File: config.mk
export PLATFORM = sky130hd
export DESIGN_NAME = trace_mem_ctrl
export DESIGN_NICKNAME = d
export VERILOG_FILES = /design/src/rtl/trace_mem_ctrl_pkg.sv /design/src/rtl/trace_mem_ctrl_arbiter.sv /design/src/rtl/trace_mem_ctrl.sv
export SDC_FILE = /design/constraint.sdc
export NUM_CORES = 1
export LEC_CHECK = 0
export CAP_MARGIN = 20
export CORE_MARGIN = 2
export CORE_UTILIZATION = 50
export DETAILED_ROUTE_END_ITERATION = 8
export DONT_BUFFER_PORTS = 1
export PLACE_DENSITY = 0.65
export SYNTH_ARGS = -nofsm -noshare
export SYNTH_HDL_FRONTEND = slang
export SYNTH_HIERARCHICAL = 1
export SYNTH_SLANG_ARGS = --single-unit
File: constraint.sdc
create_clock -name FPGA_CLK_I -period 5.2 [get_ports FPGA_CLK_I]
set_clock_uncertainty 0.15 [all_clocks]
set_input_delay 1.56 -clock FPGA_CLK_I [delete_from_list [all_inputs] [get_ports FPGA_CLK_I]]
set_output_delay 1.56 -clock FPGA_CLK_I [all_outputs]
set_load 0.05 [all_outputs]
File: src/rtl/trace_mem_ctrl_pkg.sv
// Shared types and defaults for the trace buffer memory controller.
// Sizes, address type, controller state and grant encodings.
package trace_mem_ctrl_pkg;

    localparam int TRB_WIDTH = 32;
    localparam int TRB_DEPTH = 1024;

    typedef logic [$clog2(TRB_DEPTH)-1:0] trb_addr_t;

    typedef enum logic [1:0] {
        ST_IDLE,
        ST_RUN,
        ST_FROZEN
    } mem_ctrl_state_t;

    typedef enum logic [1:0] {
        GNT_NONE,
        GNT_STORE,
        GNT_READ,
        GNT_HOST
    } grant_t;

endpackage

File: src/rtl/trace_mem_ctrl_arbiter.sv
// Pending-request flags and fixed-priority grant (store > read > host)
// for the single-port trace memory.
module trace_mem_arbiter
    import trace_mem_ctrl_pkg::*;
#(
    parameter int DATA_W = TRB_WIDTH
) (
    input  logic              FPGA_CLK_I,
    input  logic              RST_I,
    input  logic              flush,
    input  logic              tracer_en,
    input  logic              read_en,
    input  logic              discard,
    input  logic              host_block,
    input  logic              STORE_I,
    input  logic              REQ_I,
    input  logic              HOST_REQ_I,
    input  logic [DATA_W-1:0] TR_DATA_I,
    output grant_t            grant,
    output logic [DATA_W-1:0] store_wdata
);

    logic              st_pend;
    logic              rd_pend;
    logic              err_ovr;
    logic [DATA_W-1:0] st_data;
    logic              st_req;
    logic              rd_req;

    // A fresh pulse is eligible in its own cycle; the flag only holds it over.
    assign st_req      = st_pend || STORE_I;
    assign rd_req      = rd_pend || REQ_I;
    assign store_wdata = st_pend ? st_data : TR_DATA_I;

    // NOTE: default first so every path assigns grant and no latch is inferred.
    always_comb begin
        grant = GNT_NONE;
        if (!RST_I) begin
            if (tracer_en && st_req)
                grant = GNT_STORE;
            else if (read_en && rd_req)
                grant = GNT_READ;
            else if (HOST_REQ_I && !host_block)
                grant = GNT_HOST;
        end
    end

    // NOTE: non-blocking assignments so every flop samples pre-edge values.
    always_ff @(posedge FPGA_CLK_I) begin
        if (RST_I) begin
            st_pend <= 1'b0;
            rd_pend <= 1'b0;
            err_ovr <= 1'b0;
            st_data <= '0;
        end else begin
            err_ovr <= err_ovr || (STORE_I && st_pend) || (REQ_I && rd_pend);
            if (flush || discard)
                st_pend <= 1'b0;
            else
                st_pend <= st_req && (grant != GNT_STORE);
            if (flush)
                rd_pend <= 1'b0;
            else
                rd_pend <= rd_req && (grant != GNT_READ);
            if (STORE_I && !st_pend)
                st_data <= TR_DATA_I;
        end
    end

endmodule

File: src/rtl/trace_mem_ctrl.sv
// Trace memory controller: pointers, post-trigger delay, run/freeze FSM
// and read-return registers around the store/read/host arbiter.
module trace_mem_ctrl
    import trace_mem_ctrl_pkg::*;
#(
    parameter int DATA_W = TRB_WIDTH,
    parameter int DEPTH  = TRB_DEPTH,
    parameter int ADDR_W = $clog2(DEPTH)
) (
    input  logic              FPGA_CLK_I,
    input  logic              RST_I,
    input  logic              EN_I,
    input  logic              MODE_I,
    input  logic [ADDR_W-1:0] TRIG_DELAY_I,
    input  logic              STORE_I,
    input  logic [DATA_W-1:0] TR_DATA_I,
    input  logic              REQ_I,
    output logic              LOAD_O,
    output logic [DATA_W-1:0] TR_DATA_O,
    input  logic              TRG_EVENT_I,
    output logic              TRG_DELAYED_O,
    output logic [ADDR_W-1:0] EVENT_ADDR_O,
    input  logic              HOST_REQ_I,
    input  logic              HOST_WE_I,
    input  logic [ADDR_W-1:0] HOST_ADDR_I,
    input  logic [DATA_W-1:0] HOST_DATA_I,
    output logic [DATA_W-1:0] HOST_DATA_O,
    output logic              HOST_ACK_O,
    output logic              MEM_EN_O,
    output logic              MEM_WE_O,
    output logic [ADDR_W-1:0] MEM_ADDR_O,
    output logic [DATA_W-1:0] MEM_WDATA_O,
    input  logic [DATA_W-1:0] MEM_RDATA_I
);

    mem_ctrl_state_t   state;
    grant_t            grant;
    logic [ADDR_W-1:0] wr_ptr;
    logic [ADDR_W-1:0] rd_ptr;
    logic [ADDR_W-1:0] dly;
    logic              trig_seen;
    logic              host_rd_q;
    logic [DATA_W-1:0] tr_hold;
    logic [DATA_W-1:0] host_hold;
    logic [DATA_W-1:0] store_wdata;
    logic              flush;
    logic              tracer_en;
    logic              read_en;
    logic              trig_now;

    assign flush     = (state != ST_IDLE) && !EN_I;
    assign tracer_en = EN_I && (state == ST_RUN);
    assign read_en   = EN_I && (state != ST_IDLE);
    assign trig_now  = tracer_en && !MODE_I && TRG_EVENT_I && !trig_seen;

    trace_mem_arbiter #(.DATA_W(DATA_W)) u_arb (
        .FPGA_CLK_I  (FPGA_CLK_I),
        .RST_I       (RST_I),
        .flush       (flush),
        .tracer_en   (tracer_en),
        .read_en     (read_en),
        .discard     (state == ST_FROZEN),
        .host_block  (HOST_ACK_O),
        .STORE_I     (STORE_I),
        .REQ_I       (REQ_I),
        .HOST_REQ_I  (HOST_REQ_I),
        .TR_DATA_I   (TR_DATA_I),
        .grant       (grant),
        .store_wdata (store_wdata)
    );

    always_comb begin
        MEM_EN_O    = 1'b0;
        MEM_WE_O    = 1'b0;
        MEM_ADDR_O  = '0;
        MEM_WDATA_O = '0;
        case (grant)
            GNT_STORE: begin
                MEM_EN_O    = 1'b1;
                MEM_WE_O    = 1'b1;
                MEM_ADDR_O  = wr_ptr;
                MEM_WDATA_O = store_wdata;
            end
            // Trace mode reads the oldest word, which sits at the write pointer.
            GNT_READ: begin
                MEM_EN_O   = 1'b1;
                MEM_ADDR_O = MODE_I ? rd_ptr : wr_ptr;
            end
            GNT_HOST: begin
                MEM_EN_O    = 1'b1;
                MEM_WE_O    = HOST_WE_I;
                MEM_ADDR_O  = HOST_ADDR_I;
                MEM_WDATA_O = HOST_DATA_I;
            end
            default: ;
        endcase
    end

    // Read data is passed through in the load cycle, then held.
    assign TR_DATA_O   = LOAD_O    ? MEM_RDATA_I : tr_hold;
    assign HOST_DATA_O = host_rd_q ? MEM_RDATA_I : host_hold;

    always_ff @(posedge FPGA_CLK_I) begin
        if (RST_I) begin
            state         <= ST_IDLE;
            wr_ptr        <= '0;
            rd_ptr        <= '0;
            dly           <= '0;
            trig_seen     <= 1'b0;
            TRG_DELAYED_O <= 1'b0;
            EVENT_ADDR_O  <= '0;
            LOAD_O        <= 1'b0;
            HOST_ACK_O    <= 1'b0;
            host_rd_q     <= 1'b0;
            tr_hold       <= '0;
            host_hold     <= '0;
        end else begin
            LOAD_O     <= (grant == GNT_READ);
            HOST_ACK_O <= (grant == GNT_HOST);
            host_rd_q  <= (grant == GNT_HOST) && !HOST_WE_I;
            if (LOAD_O)
                tr_hold <= MEM_RDATA_I;
            if (host_rd_q)
                host_hold <= MEM_RDATA_I;

            if (flush) begin
                state         <= ST_IDLE;
                wr_ptr        <= '0;
                rd_ptr        <= '0;
                dly           <= '0;
                trig_seen     <= 1'b0;
                TRG_DELAYED_O <= 1'b0;
            end else begin
                if (state == ST_IDLE && EN_I)
                    state <= ST_RUN;
                if (grant == GNT_READ && MODE_I)
                    rd_ptr <= rd_ptr + 1'b1;
                if (grant == GNT_STORE) begin
                    wr_ptr <= wr_ptr + 1'b1;
                    if (trig_seen && !MODE_I) begin
                        if (dly == '0) begin
                            TRG_DELAYED_O <= 1'b1;
                            state         <= ST_FROZEN;
                        end else begin
                            dly <= dly - 1'b1;
                        end
                    end
                end
                // A store in the trigger cycle is pre-trigger: mark the slot after it.
                if (trig_now) begin
                    trig_seen    <= 1'b1;
                    dly          <= TRIG_DELAY_I;
                    EVENT_ADDR_O <= (grant == GNT_STORE) ? wr_ptr + 1'b1 : wr_ptr;
                end
            end
        end
    end

endmodule

==> reports/qor.yml, run 1 <==
finalHoldViolCount: 0
track_usage: 0.223
wl_um: 17200
setup_violations: 0
p_per_area_mw_per_mm2: 332
worstSetupPathType: "input pin to output pin"
min_from: "u_arb/st_data[21]"
insertedDiodeCount: 0
synth_fp_nets: 879
min_to: "u_arb/st_data[21]"
nFillCells: 1156
num_vias: 5280
seq_area_mm2: 0.00290
startpoint_type: "input pin"
critical_path_arrival_ps: 3250
critical-path-max-stage-delay_ps: 370
r2r_cells: 10
critPathCaptureType: "output pin"
synth_top_area_share: 0.414
place_area_mm2: 0.00782
cts-buffers-inserted: 17
whs_path_depth: 2
die_h_um: 122
ys_types: 42
synthFlopType: "dfxtp_1"
hold_path.class: "flop to flop"
fin_tns_setup_ps: 0
grt_pass1_wl_um: 26100
gr-total-overflow: 0
multi_input_area_mm2: 0.00392
drt_iter0_markers: 276
io_pins: 246
clock_path_buffers: 2
syn2layout_area_growth_pct: 20.1
fin_crit_ps: 4960
gp_congestion: 0.808
synth_common_cells: "dfxtp_1, mux2_2, nor2b_1"
start_util: 0.509
fin_area_mm2: 0.00842
instances_no_fill: 964
synth.avg_cell_area_um2: 9.36
critPathSlowestCell: "o21ai_0"
ys_ff_latch: 145
placementRows: 43
clk_pin_slew_ps: 60
layout.nets: 901
ctsHoldBuffers: 0
period_share: 0.953
io_buffer_count: 0
peakVddDrop_v: 0.000216
timing.rr.end: "rd_ptr[7]"
synth_edf_count: 0
synth_warnings: 6
clock_latency_ps: 410
synth_most_common_cell: "dfxtp_1"
worstMarginPinSlew_ps: 1010
antenna_found_initial: 0
synth_area_mm2: 0.00701
coreArea_mm2: 0.0138
cts_tree: "done"
htree_levels: 4
post-route-util: 0.611
maxCapViolCount: 0
whs_ps: 303
clock_sinks: 145
rsz0062_at_grt: "false"
dieArea_mm2: 0.0150
path_max_fanout: 27
drive_gt1_frac: 0.293
timing.final.ws_setup_ps: 243
drtPass1Iterations: 4
relSlewSlack: 0.328
place_ws_ps: 102
ant_nets: 0
outcome: "finished, final reports clean"
required_ps: 3490
clock.fmax_mhz: 202
p_total_mw: 2.80
die_x_um: 122
grt_max_degree: 116
path_cells: "o21ai_0, nand2b_1, a21oi_4, buf_4, buf_4, nor2b_2, buf_12"
yosysSeqAreaShare: 0.414
cts-root-buf: "clkbuf_16"
dpl.hpwl_um: 12600
grt_pass1_vias: 5214
routedWlPerCell_um: 17.8
synth_cells: 749
p_leak_nw: 3.28
critical_path.most_common_cell: "buf_4"
slew_violations: 0
drc_errors: 0
synth_top_cell_by_area: "dfxtp_1"
rr_startpoint: "HOST_ACK_O"
yosys-top-cells-area: "dfxtp_1, mux2_2, nor2b_1"
reg2reg_slack_ps: 2040
routed_via_density: 5.48
synthArstFlopShare: 0
dpl.cell_count: 932
cells by family after synthesis:
group | after synthesis | share of synthesized area
AO/OA/AOI/OAI | 84 | 0.0675
flip-flops | 145 | 0.414
multiplexers | 151 | 0.235
AND/OR/NAND/NOR | 286 | 0.207
buffers and inverters | 56 | 0.0403
XOR/XNOR | 22 | 0.0275
adder cells (fa/ha/maj) | 5 | 0.00893
worst max path at each step:
stage	endpoint	startpoint	slack (ps)
after floorplan	MEM_ADDR_O[1]	RST_I	-100
after global placement	MEM_ADDR_O[1]	STORE_I	240
after detailed placement	MEM_ADDR_O[8]	STORE_I	100
after CTS	MEM_ADDR_O[8]	STORE_I	90
after global routing	MEM_ADDR_O[8]	REQ_I	90
final	MEM_WDATA_O[26]	REQ_I	240
critical path: cells and delay by family:
kind                   cells  cell delay [ps]
AO/OA/AOI/OAI              2              540
buffers and inverters      3              710
AND/OR/NAND/NOR            2              420
final cells by class:
| cell class | count | area share |
|---|---|---|
| clock buffers | 18 | 0.0522 |
| multi-input cells | 548 | 0.465 |
| flip-flops and latches | 145 | 0.345 |
| repair buffers | 55 | 0.0907 |
| well taps | 180 | 0.0268 |
| clock inverters | 14 | 0.0183 |
| inverters | 4 | 0.00178 |
power by group:
group | total [mW] | switching (mW) | internal [mW]
Sequential | 1.17 | 0.0266 | 1.14
Clock | 1.22 | 0.491 | 0.726
Combinational | 0.411 | 0.248 | 0.163
Total | 2.80 | 0.765 | 2.03
state kept, by name (all words and copies together), names as in the netlist:
name	cells
wr_ptr	10
TRG_DELAYED_O	1
tr_hold	32
rd_ptr	10
HOST_ACK_O	1
dly	10
host_rd_q	1
state	2
EVENT_ADDR_O	10
u_arb/st_pend	1
host_hold	32
LOAD_O	1
u_arb/rd_pend	1
u_arb/st_data	32
trig_seen	1
timing repair:
action / in CTS / in global routing
setup endpoints to repair: 0 / 11
resized for setup: 0 / 2
buffers inserted: 0 / 0
routing by layer:
metal | GRT usage | part of all wire
met4 | 0.0754 | 0.015
met2 | 0.398 | 0.51
met3 | 0.0925 | 0.10
met5 | 0 | 0
met1 | 0.235 | 0.38
cell usage in the layout (no fill, tap or decap), types with 8 or more instances in the layout:
cell type and instances:
o21ai_0 9, nor2_1 53, dfxtp_1 144, o21ai_1 10, a21oi_1 48, nand2_1 91, xor2_1 14, xnor2_1 8
clkbuf_16 17, mux2i_1 44, buf_12 28, buf_4 27, a211oi_1 11, nor2b_1 75, mux2_2 106, nor2b_2 26
No activity file was read; power rests on OpenSTA's default activity.
==> run 2: changes to the inputs <==
==> constraint.sdc (replaced) <==
create_clock -name FPGA_CLK_I -period 6.4 [get_ports FPGA_CLK_I]
set_clock_uncertainty 0.15 [all_clocks]
set_input_delay 1.92 -clock FPGA_CLK_I [delete_from_list [all_inputs] [get_ports FPGA_CLK_I]]
set_output_delay 1.92 -clock FPGA_CLK_I [all_outputs]
set_load 0.05 [all_outputs]
==> run 2 against run 1 <==
Against the previous run:
- global-route usage is 0.54 points lower
- sequential share of layout area grew 2.0 points
- clock power down 19%
- largest cell class unchanged
- largest power group unchanged
==> reports/qor.yml, run 2 (synthesis gave the netlist of run 1 again) <==
outcome: "finished, final reports clean"
grt_pass1_wl_um: 25400  # -2.5%
setup_violations: 0  # unchanged
mostFrequentLayoutCells: "dfxtp_1, mux2_2, nor2b_1"
num_vias: 5258  # -0.42%
start_util: 0.509  # unchanged
p_sw_mw: 0.605  # -21%
grt_pass1_vias: 5071  # -2.7%
finalHoldViolCount: 0  # unchanged
cts_resized: 0  # unchanged
critical_path_arrival_ps: 3730  # +480 ps
clock_latency_ps: 420  # about the same
ctsHoldBuffers: 0  # unchanged
coreArea_mm2: 0.0138  # unchanged
startpoint_type: "input pin"
dpl.hpwl_um: 12000  # -4.8%
drive_gt1_frac: 0.251  # -0.0424
final_common_cell: "dfxtp_1"
dieArea_mm2: 0.0150  # unchanged
p_per_area_mw_per_mm2: 280  # -16%
clock_path_buffers: 2  # unchanged
switching_share: 0.272  # -0.00196
routedWlPerCell_um: 17.5  # -1.8%
top_regs: "host_hold: 32 flops, tr_hold: 32 flops, u_arb/st_data: 32 flops"
drtPass1Iterations: 4  # unchanged
dpl.cell_count: 925  # -0.75%
cts-root-buf: "clkbuf_16"
gp_congestion: 0.780  # -3.4%
die_h_um: 122  # unchanged
hold_path.class: "flop to flop"
fin_crit_ps: 5800
period_share: 0.907
drc_errors: 0  # unchanged
cts-buffers-inserted: 17  # unchanged
required_ps: 4330  # +840 ps
routed_via_density: 5.49  # +0.31%
grt_max_degree: 116  # unchanged
ant_nets: 0  # unchanged
track_usage: 0.217  # -0.00543
clk_pin_slew_ps: 60  # about the same
critPathCaptureType: "output pin"
wl_um: 16800  # -2.5%
peakVddDrop_v: 0.000165  # -24%
p_int_mw: 1.62  # -20%
path_max_fanout: 49  # +81%
relSlewSlack: 0.297  # -0.0303
antenna_found_initial: 0  # unchanged
io_buffer_count: 0  # unchanged
gr-total-overflow: 0  # unchanged
clock.fmax_mhz: 172
nFillCells: 1238  # +7.1%
pwr-share-clk: 0.442  # +0.007
layout.nets: 894  # -0.78%
insertedDiodeCount: 0  # unchanged
worstMarginPinSlew_ps: 1050  # +45.5 ps
maxCapViolCount: 0  # unchanged
post_cts_buffers: 0  # unchanged
combinationalPowerShare: 0.132  # -0.015
clock_sinks: 145  # unchanged
htree_levels: 4  # unchanged
io_pins: 246  # unchanged
p_leak_nw: 3.14  # -4.1%
drt_iter0_markers: 236  # -14%
rsz0062_at_grt: "false"
worstSetupPathType: "input pin to output pin"
slew_violations: 0  # unchanged
p_seq_frac: 0.427  # +0.009
instances_no_fill: 957  # -0.73%
placementRows: 43  # unchanged
fin_tns_setup_ps: 0  # unchanged
syn2layout_area_growth_pct: 13.4
die_x_um: 122  # unchanged
cts_tree: "done"
==> run 2: changes by cell type in the layout (fill, tap and decap cells not counted), sizes merged <==
cell,before,now
buf,55,48
clkbuf,18,19
clkinv,4,3
==> run 2: through the flow <==
stage	area, um^2	power, mW	hold WS (ps)	worst slack, ps	util
after CTS	7950	2.25	301	587	0.577
final	7950	2.23	307	596	0.577
after global placement	7360	1.26	284	696	0.534
after detailed placement	7360	1.26	293	587	0.534
after global routing	7950	2.31	322	369	0.577
after floorplan	7010	1.23	283	244	-
==> run 2: worst paths after layout <==
kind	startpoint	endpoint	slack [ps]	cells past startpoint
max	EN_I	MEM_ADDR_O[9]	600	8
min	u_arb/st_data[14]	u_arb/st_data[14]	310	2
max reg2reg	u_arb/st_pend	dly[9]	3420	9
min reg2reg	u_arb/st_data[14]	u_arb/st_data[14]	310	2
==> run 2: area by class of cell <==
| type | count | area [um^2] | share of cell area |
|---|---|---|---|
| repair buffers | 48 | 373 | 0.0469 |
| clock inverters | 13 | 151 | 0.0190 |
| flip-flops and latches | 145 | 2900 | 0.365 |
| multi-input cells | 548 | 3840 | 0.483 |
| well taps | 180 | 225 | 0.0283 |
| inverters | 4 | 15.0 | 0.00189 |
| clock buffers | 19 | 443 | 0.0557 |
==> run 2: worst max-delay path: stages <==
cell,delay [ps]
nand2_1,30
nor2_1,200
o21ai_0,220
a21oi_2,180
buf_4,370
nand2b_1,430
o21ai_1,160
buf_4,210
==> run 2: metal layers <==
metal / global-route usage / share of wire / vias to the layer above
met5: 0 / 0 / -
met4: 0.0797 / 0.016 / 0
met3: 0.0734 / 0.099 / 25
met2: 0.385 / 0.50 / 207
met1: 0.240 / 0.38 / 2464
li1: - / - / 2562
==> run 2: power by group through the flow <==
| stage | clock network [mW] | logic (mW) | registers (mW) |
|---|---|---|---|
| after CTS | 1.01 | 0.294 | 0.950 |
| after global placement | 0 | 0.288 | 0.968 |
| after detailed placement | 0 | 0.294 | 0.970 |
| after global routing | 1.05 | 0.312 | 0.953 |
| final | 0.983 | 0.293 | 0.950 |
| after floorplan | 0 | 0.264 | 0.962 |
